## src/rtl/contador_rolhas_pkg.sv

```systemverilog
// Shared definitions for the cork counter / corking station.
package contador_rolhas_pkg;

  // Corking station states
  typedef enum logic [1:0] {
    OCIOSO,
    SEM_ROLHA,
    VEDANDO,
    AGUARDA_SAIDA
  } estado_t;

  // Count ceiling, the same ceiling the dispenser uses
  localparam int CONTAGEM_MAX = 99;

  // Width of the cork count bus
  localparam int LARGURA_CONTAGEM = 7;

  // Width of the corked-bottle total
  localparam int LARGURA_TOTAL = 10;

  // Clamp a load value to the count ceiling
  function automatic logic [LARGURA_CONTAGEM-1:0] satura_carga(
    input logic [LARGURA_CONTAGEM-1:0] valor,
    input logic [LARGURA_CONTAGEM-1:0] maximo
  );
    return (valor > maximo) ? maximo : valor;
  endfunction

endpackage

```

## src/rtl/contador_rolhas_bin2bcd_7.sv

```systemverilog
// Combinational 7-bit binary to two-digit BCD converter (valid for 0..99).
module bin2bcd_7 (
  input  logic [6:0] bin,
  output logic [3:0] dezena,
  output logic [3:0] unidade
);

  // Tens and units digits; inputs above 99 are outside the valid range
  assign dezena  = 4'(bin / 7'd10);
  assign unidade = 4'(bin % 7'd10);

endmodule

```

## src/rtl/contador_rolhas.sv

```systemverilog
// Cork counter and corking-station controller: holds the cork count loaded
// by the dispenser, consumes one cork per bottle and drives the corker.
module contador_rolhas #(
  parameter int CICLOS_VEDACAO = 4,
  parameter int CONTAGEM_MAX   = contador_rolhas_pkg::CONTAGEM_MAX,
  parameter int LIMITE_ALERTA  = 5
) (
  input  logic                                          CLOCK,
  input  logic                                          RESET,
  input  logic                                          LOAD_CONTADOR,
  input  logic [contador_rolhas_pkg::LARGURA_CONTAGEM-1:0] VALOR_CARGA,
  input  logic                                          GARRAFA_PRESENTE,
  output logic [contador_rolhas_pkg::LARGURA_CONTAGEM-1:0] COUNT_ATUAL,
  output logic                                          VEDADOR_ATIVO,
  output logic                                          GARRAFA_VEDADA,
  output logic                                          FALTA_ROLHA,
  output logic                                          ALERTA_BAIXO,
  output logic [3:0]                                    DEZENA,
  output logic [3:0]                                    UNIDADE,
  output logic [contador_rolhas_pkg::LARGURA_TOTAL-1:0]    TOTAL_VEDADAS
);

  import contador_rolhas_pkg::*;

  localparam int LC = LARGURA_CONTAGEM;
  localparam int LT = LARGURA_TOTAL;
  localparam int LARGURA_TIMER = (CICLOS_VEDACAO > 1) ? $clog2(CICLOS_VEDACAO) : 1;

  localparam logic [LC-1:0]            MAX_CONTAGEM  = LC'(CONTAGEM_MAX);
  localparam logic [LC-1:0]            LIMITE        = LC'(LIMITE_ALERTA);
  localparam logic [LT-1:0]            TOTAL_MAX     = '1;
  localparam logic [LARGURA_TIMER-1:0] TIMER_INICIAL = LARGURA_TIMER'(CICLOS_VEDACAO - 1);

  estado_t                  estado_reg;
  logic [LC-1:0]            count_reg;
  logic [LT-1:0]            total_reg;
  logic [LARGURA_TIMER-1:0] timer_reg;
  logic                     vedador_reg;
  logic                     vedada_reg;
  logic                     falta_reg;

  logic [LC-1:0] carga_sat;
  logic [LC-1:0] contagem_efetiva;
  logic          consome;

  // Count seen by the FSM this cycle: a same-cycle load takes precedence
  assign carga_sat        = satura_carga(VALOR_CARGA, MAX_CONTAGEM);
  assign contagem_efetiva = LOAD_CONTADOR ? carga_sat : count_reg;

  // A cork is taken only when a waiting bottle meets a non-zero effective count
  assign consome = GARRAFA_PRESENTE && (contagem_efetiva != '0) &&
                   ((estado_reg == OCIOSO) || (estado_reg == SEM_ROLHA));

  // Count register: load, then subtract the consumed cork (never below 0)
  always_ff @(posedge CLOCK or posedge RESET) begin
    if (RESET) begin
      count_reg <= '0;
    end else begin
      count_reg <= consome ? (contagem_efetiva - LC'(1)) : contagem_efetiva;
    end
  end

  // Corking FSM with registered actuator, pulse, shortage flag and total
  always_ff @(posedge CLOCK or posedge RESET) begin
    if (RESET) begin
      estado_reg  <= AGUARDA_SAIDA;
      timer_reg   <= '0;
      vedador_reg <= 1'b0;
      vedada_reg  <= 1'b0;
      falta_reg   <= 1'b0;
      total_reg   <= '0;
    end else begin
      vedada_reg <= 1'b0;
      case (estado_reg)
        OCIOSO: begin
          if (consome) begin
            estado_reg  <= VEDANDO;
            timer_reg   <= TIMER_INICIAL;
            vedador_reg <= 1'b1;
          end else if (GARRAFA_PRESENTE) begin
            estado_reg <= SEM_ROLHA;
            falta_reg  <= 1'b1;
          end
        end
        SEM_ROLHA: begin
          if (!GARRAFA_PRESENTE) begin
            estado_reg <= OCIOSO;
            falta_reg  <= 1'b0;
          end else if (consome) begin
            estado_reg  <= VEDANDO;
            timer_reg   <= TIMER_INICIAL;
            vedador_reg <= 1'b1;
            falta_reg   <= 1'b0;
          end
        end
        VEDANDO: begin
          // Bottle removal is ignored here: the cork is already spent
          if (timer_reg == '0) begin
            estado_reg  <= AGUARDA_SAIDA;
            vedador_reg <= 1'b0;
            vedada_reg  <= 1'b1;
            if (total_reg != TOTAL_MAX) begin
              total_reg <= total_reg + LT'(1);
            end
          end else begin
            timer_reg <= timer_reg - LARGURA_TIMER'(1);
          end
        end
        AGUARDA_SAIDA: begin
          // The same bottle must leave before another one can be corked
          if (!GARRAFA_PRESENTE) begin
            estado_reg <= OCIOSO;
          end
        end
        default: begin
          estado_reg <= AGUARDA_SAIDA;
        end
      endcase
    end
  end

  assign COUNT_ATUAL    = count_reg;
  assign VEDADOR_ATIVO  = vedador_reg;
  assign GARRAFA_VEDADA = vedada_reg;
  assign FALTA_ROLHA    = falta_reg;
  assign TOTAL_VEDADAS  = total_reg;
  assign ALERTA_BAIXO   = (count_reg <= LIMITE);

  bin2bcd_7 u_bcd (
    .bin     (count_reg),
    .dezena  (DEZENA),
    .unidade (UNIDADE)
  );

endmodule

```

## config.mk

```make
export PLATFORM = sky130hd
export DESIGN_NAME = contador_rolhas
export DESIGN_NICKNAME = d
export VERILOG_FILES = /design/src/rtl/contador_rolhas_pkg.sv /design/src/rtl/contador_rolhas_bin2bcd_7.sv /design/src/rtl/contador_rolhas.sv
export SDC_FILE = /design/constraint.sdc
export NUM_CORES = 1
export LEC_CHECK = 0
export CAP_MARGIN = 20
export CELL_PAD_IN_SITES_DETAIL_PLACEMENT = 0
export CELL_PAD_IN_SITES_GLOBAL_PLACEMENT = 1
export CORE_ASPECT_RATIO = 0.75
export CORE_UTILIZATION = 48
export DETAILED_ROUTE_END_ITERATION = 12
export DONT_BUFFER_PORTS = 1
export HOLD_SLACK_MARGIN = 0.06
export PLACE_DENSITY_LB_ADDON = 0.05
export SYNTH_ARGS = -nofsm -noshare
export SYNTH_HDL_FRONTEND = slang
export SYNTH_SLANG_ARGS = --single-unit
```

## constraint.sdc

```tcl
create_clock -name CLOCK -period 4.27 [get_ports CLOCK]
set_input_delay 1.0675 -clock CLOCK [delete_from_list [all_inputs] [get_ports CLOCK]]
set_output_delay 1.0675 -clock CLOCK [all_outputs]
set_load 0.01 [all_outputs]
```

==> results.md, run 1 <==
* Clock period minus worst slack at 4120 ps
* Worst setup path class: reg -> out
* First-pass GRT wire length at 6.18 mm
* Highest layer used for signal routing: met4
* Critical Path Fanout Max at 8
* Clock transition at the registers of the reported paths at 80 ps
* Port bufs at 0
* Post-synth EDFFs at 0
* Least-Margin Pin Slew at ~920 ps
* Max rail drop VDD at 0.268 mV
* CP Cell Sequence: or2_2 > nor4b_2 > a211oi_2 > xnor2_1 > ha_2 > nor3b_1 > nor4_1 > a211oi_1 > o221ai_2 > buf_4 > xnor2_1
* R2R Path Start: COUNT_ATUAL[2]$_DFF_PP0_
* Routability Congestion at just under 1
* Register bit total from synthesis at 24
* Worst hold path type: reg -> reg
* Reg2reg end: COUNT_ATUAL[3]$_DFF_PP0_
* Via density at 5.76
* CTS root buf: clkbuf_8
* Flop-to-flop setup slack at approximately 2300 ps
* Syn Area/Cell at about 9.3 sq um
* Startpoint Class: flop
* Crit path max-delay family: simple AND/OR/NAND/NOR gates
* Asr flop ratio synth at 100%
* Critical Path Most Common Cell: xnor2_1
* Worst path buffer plus inverter count at 1
* H-tree depth at 1
* Antenna-violating nets left at 0
* Met3 WL at 167 um
* CTS Sinks at 24
* DRC at 0
* Largest register FFs at 10
* Largest net degree at the start of global routing at 25
* Die Y-Extent at 55.1 um
* Max Slew Vio Count at 0
* Nets@finish at 214
* Dpl hpwl at 2.86 mm
* Final setup fails at 0
* CP Capture Point: UNIDADE[1]
* Wire length on met2 at 1.72 mm
* Post-Route WL at 3.79 mm
* Slew Limit Headroom at 38.3%
* Mapped cell area at 0.00180 sq mm
* Number of cells on the worst reg-to-reg path at 6
* Critical Path Start: COUNT_ATUAL[3]$_DFF_PP0_
* CP max stage cell: dfrtp_2
* Sequential area share after synthesis at about a third
* Syn nets at 209
* CP endpoint kind: primary output
* Vias at 1423
* Slowest stage delay, CP at 490 ps
* Cell variety after synth at 56
* DR pass1 iterations at 4
* Total track usage at a little over 20%
* Outcome: finished clean
* Total clock buffers created by CTS at 3
* DR iter-0 viols at 56
* CTS tree: yes
* Clk Latency, worst-skew pair at 260 ps
* Max cap viols at 0
* Syn-to-layout area delta at 8.26%
* Fin area at around 0.002 sq mm
* Core Box Area at between 0.003 and 0.004 sq mm
* Crit path required time at 3200 ps
* Pwr/cell area at 473 mW/mm^2
* Critical path depth at 11
* Die footprint at approximately 0.004 sq mm
* Most frequent cells in the layout: 21 x dfrtp_1, 12 x xnor2_1, 12 x inv_1
* Antenna diode count at 0
* IO Pins at 40
* DP Area at between 0.0015 and 0.002 sq mm
* Hold path start: timer_reg[0]$_DFFE_PP0P_
* Layout cells sized above 1 at 18.3%
* Final Power at slightly above 0.9 mW
* Synth Warn # at 0
* Worst path arrival time at 3050 ps
* Fin Hold WS at 476 ps
* Vias in the first global route at 1329
* Buffer depth of the longest clock path at 2
* Fin Clk Skew at 2.49 ps
* Final worst-path cycle share at 96.5%
* Post-synthesis instance total at 193
* Lkg Pwr at 0.825 nW
* WL per Instance at 15.3 um
* Primary FF master, synth: dfrtp_1
* Final Hold Fails at 0
* Die X at 72.8 um
* # rows at 18
* Wl on met1 at 1.90 mm
* Starting Density at 52.3%
* Highest Clock Rate at 0.243 GHz
* Initial antenna violation count at 0
* Commonest non-fill, non-tap cell in the layout: dfrtp_1
* Grt total ovfl at 0
cell usage after synthesis (all sizes together) (2+ instances only):
| library cell | number | area (sq um) |
|---|---|---|
| xor2 | 7 | 61.3 |
| xnor2 | 12 | 105 |
| a31oi | 4 | 46.3 |
| nor3b | 6 | 45.0 |
| o221ai | 3 | 32.5 |
| nand2 | 11 | 41.3 |
| nor4 | 2 | 18.8 |
| o22ai | 3 | 18.8 |
| dfrtp | 22 | 551 |
| nand3 | 7 | 35.0 |
| nor2 | 11 | 41.3 |
| a31o | 2 | 17.5 |
| and4b | 2 | 20.0 |
| or3 | 2 | 12.5 |
| ha | 5 | 62.6 |
| dfstp | 2 | 52.6 |
| mux2i | 5 | 50.1 |
| nand2b | 4 | 25.0 |
| a211oi | 4 | 40.0 |
| and2b | 2 | 15.0 |
| a21o | 2 | 15.0 |
| inv | 12 | 45.0 |
| nor3 | 9 | 50.1 |
| nor2b | 2 | 12.5 |
| buf | 12 | 71.3 |
| a21oi | 6 | 30.0 |
| o21ai | 10 | 50.1 |
| o211ai | 2 | 15.0 |
| and4 | 3 | 26.3 |
how the worst min path moves through the flow:
stage	cells after the start	endpoint
global route	1	timer_reg[0]$_DFFE_PP0P_
detailed placement	1	timer_reg[0]$_DFFE_PP0P_
floorplan	1	timer_reg[0]$_DFFE_PP0P_
global placement	1	timer_reg[0]$_DFFE_PP0P_
CTS	1	timer_reg[0]$_DFFE_PP0P_
finish	1	timer_reg[0]$_DFFE_PP0P_
area by class of cell:
type,instances,area (sq um)
sequential,24,604
multi-input combinational,145,1090
clock buffer,4,55.1
tap,50,62.6
inverter,12,45.0
timing repair buffer,12,95.1
fill,325,1490
kinds of logic (layout without fill, tap and decap cells):
logic type	after synthesis	in the layout	share of synthesized area (%)
and+or+nand+nor	69	69	23.0
AOI/OAI and AO/OA	46	46	21.0
DFF	24	24	33.4
buffers and inverters	24	28	6.45
xor gates and xnor gates	19	19	9.23
muxes	6	6	3.40
adders and majority gates	5	5	3.47
through the flow:
step	setup TNS [ps]	setup slack, ps	utilization (%)	cells
final	0	151	56.6	247
after CTS	0	26.6	55.8	245
after global routing	-11.5	-11.5	56.6	247
after floorplan	0	510	-	193
after detailed placement	0	335	54.2	241
after global placement	0	404	54.2	241
power breakdown:
group	internal (mW)	switching, mW
logic	0.175	0.215
clock network	0.0822	0.0703
registers	0.291	0.0908
total	0.548	0.376
worst reg2reg max path: cells and delay by family, from the launching register on:
kind                   cells  cell delay [ps]
XOR/XNOR                   1              160
flip-flops                 1              560
buffers and inverters      1              250
AO/OA/AOI/OAI              2              600
AND/OR/NAND/NOR            2              320
metal layers:
layer,vias to the layer above,global-route usage [%]
met5,-,0
met4,0,4.58
met3,2,4.89
met2,29,32.7
met1,681,28.2
li1,711,-
repair_timing:
item                                    4_1_cts  5_1_grt
buffers inserted                              0        2
endpoints found under the setup margin        0        2
hold buffers                                  0        0
gates resized for setup                       0        3
endpoints found under the hold margin         0        0
No activity file was read; power rests on OpenSTA's default activity.
==> inputs of run 2 (changes only) <==
--- a/config.mk
+++ b/config.mk
@@ -7,2 +7,3 @@
 export LEC_CHECK = 0
+export ABC_AREA = 1
 export CAP_MARGIN = 20
@@ -11,3 +12,3 @@
 export CORE_ASPECT_RATIO = 0.75
-export CORE_UTILIZATION = 48
+export CORE_UTILIZATION = 45
 export DETAILED_ROUTE_END_ITERATION = 12
==> constraint.sdc (replaced) <==
create_clock -name CLOCK -period 4.27 [get_ports CLOCK]
set_input_delay 0.427 -clock CLOCK [delete_from_list [all_inputs] [get_ports CLOCK]]
set_output_delay 0.427 -clock CLOCK [all_outputs]
set_load 0.01 [all_outputs]
==> run 2 against run 1 <==
Wire length fell by 7.2%; synthesized area shrank 4.8%; clock skew increased by 0.61 ps; die area is 1.5% higher; clock power increased by 29%; largest cell class unchanged; largest power group unchanged.
==> results.md, run 2 <==
* Outcome: finished clean
* CTS Sinks at 24
* Placed Cells at 274
* Grt total ovfl at 0
* Worst path arrival time at 2640 ps
* Total clock buffers created by CTS at 3
* Fill cells at 390
* Clock transition at the registers of the reported paths at 90 ps
* Worst hold path type: in -> async
* Pre-CTS setup slack at 1520 ps
* Port bufs at 0
* Max cap viols at 0
* Top cells by area, synth: dfrtp_1 32%, nand2_1 11%, nand3_1 5.8%
* Syn-to-layout area delta at 7.22%
* Nets@finish at ~240
* CTS tree: yes
* Cell variety after synth at 32
* # Post-CTS Setup Buffers at 0
* Post-Route WL at 3.52 mm
* Routability Congestion at 0.771
* Die Y-Extent at 55.5 um
* Final worst-path cycle share at 71.8%
* Most frequent cells in the layout: 49 x nand2_1, 26 x inv_1, 22 x dfrtp_1
* Pwr/cell area at approximately 650 mW/mm^2
* Lkg Pwr at between 0.9 and 1 nW
* Highest Clock Rate at 0.326 GHz
* # rows at 19
* Syn nets at 240
* Antenna diode count at 0
* Clock period minus worst slack at 3070 ps
* Most instantiated cells after synthesis: 49 x nand2_1, 26 x inv_1, 22 x dfrtp_1
* Post-synth EDFFs at 0
* DR pass1 iterations at 4
* Critical Path Start: COUNT_ATUAL[4]$_DFF_PP0_
* WL per Instance at 12.7 um
* Slew Limit Headroom at 38.7%
* Worst path buffer plus inverter count at 3
* Synth area leader: dfrtp_1
* Final Hold Fails at 0
* Vias at 1387
* CTS root buf: clkbuf_8
* Initial antenna violation count at 0
* Dpl hpwl at 2.87 mm
* Layout cells sized above 1 at 19.5%
* Via density at 4.99
* Synth Warn # at 0
* First-pass GRT wire length at 6.10 mm
* Die X at around 73 um
* Register bit total from synthesis at 24
* Vias in the first global route at 1325
* Antenna-violating nets left at 0
* CP max stage cell: dfrtp_1
* Finished Core Util at 50.3%
* Crit path max-delay family: simple AND/OR/NAND/NOR gates
* Core Box Area at 0.00366 sq mm
* Fin Hold WS at about 250 ps
* Max Slew Vio Count at 0
* Least-Margin Pin Slew at around 900 ps
* Worst setup path class: reg -> out
* Post-synth top area share at 32.1%
* Fin area at 0.00184 sq mm
* Die footprint at 0.00407 sq mm
* Hold Buf Count CTS at 0
* CP Cell Sequence: inv_2 > a21boi_2 > nand2_4 > nand2_4 > nand2_1 > nand3_1 > nand2_2 > nand2_4 > nand2_4 > nand2_1 > inv_1 > ha_1 > inv_1 > nand3_4 > nand3_4 > nand2_1 > nand2_1
* Fin cells at around 280
* Syn Area/Cell at 7.66 sq um
* Unrepaired setup endpoints after global routing: false
* DRC at 0
* Max rail drop VDD at 0.236 mV
* Crit path required time at 3840 ps
* H-tree depth at 1
* Clk Latency, worst-skew pair at 260 ps
* Setup ws final at 1200 ps
* Primary FF master, synth: dfrtp_1
* Post-synthesis instance total at 224
* Sequential area share after synthesis at a little over a third
* Largest net degree at the start of global routing at 25
* Asr flop ratio synth at 100%
* DR iter-0 viols at between 60 and 70
* Final Power at 1.20 mW
* DP Area at 0.00177 sq mm
* Most frequent cell after synthesis: nand2_1
* Starting Density at 46.9%
* Setup TNS at 0 ps
* CP endpoint kind: primary output
* Commonest non-fill, non-tap cell in the layout: nand2_1
* IO Pins at 40
* R2R Path Start: COUNT_ATUAL[3]$_DFF_PP0_
* Final setup fails at 0
* Total track usage at 19.0%
* Critical Path Fanout Max at 6
* Buffer depth of the longest clock path at 2
* Mapped cell area at 0.00172 sq mm
* Startpoint Class: flop
* Fin Clk Skew at 3.10 ps
* Largest register FFs at 10
* Slowest stage delay, CP at between 400 and 500 ps
* Post-cts resize count at 0
[run 2: final timing paths]
| check | depth (start not counted) | end | slack, ps |
|---|---|---|---|
| worst min-delay path | 1 | TOTAL_VEDADAS[0]$_DFFE_PP0P_ | 250 |
| max in group asynchronous | 1 | COUNT_ATUAL[3]$_DFF_PP0_ | 3460 |
| worst max-delay path | 17 | UNIDADE[1] | 1200 |
| worst min register to register | 2 | timer_reg[1]$_DFFE_PP0P_ | 540 |
| worst max register to register | 13 | COUNT_ATUAL[4]$_DFF_PP0_ | 2320 |
| min in group CLOCK | 3 | COUNT_ATUAL[4]$_DFF_PP0_ | 390 |
[run 2: power breakdown]
part / switching, mW / leakage, nW / internal [mW]
Clock: 0.0723 / 0.0357 / 0.125
Sequential: 0.0927 / 0.299 / 0.301
Combinational: 0.399 / 0.605 / 0.205
Total: 0.564 / 0.939 / 0.631
[run 2: logic make-up (layout without fill, tap and decap cells)]
logic type	count (synthesis)	after routing	synth area share, %
AOI/OAI and AO/OA	22	22	8.02
and+or+nand+nor	120	120	37.2
xor gates and xnor gates	13	13	6.63
DFF	24	24	35.1
buffers and inverters	39	41	8.82
muxes	1	1	0.583
adders and majority gates	5	5	3.64
[run 2: final cells by class]
cell class                      instances  area (sq um)  area share, %
Inverter                               37           139           7.55
Sequential cell                        24           603           32.8
Tap cell                               52          65.1           3.54
Multi-Input combinational cell        161           962           52.3
Clock inverter                          1          30.0           1.63
Clock buffer                            3          41.3           2.24
[run 2: routing by layer]
layer	vias to the layer above	global-route usage (%)	wire (um)
li1	717	-	-
met1	627	28.2	1730
met4	0	1.65	7
met2	41	28.4	1530
met3	2	5.47	245
met5	-	0	0
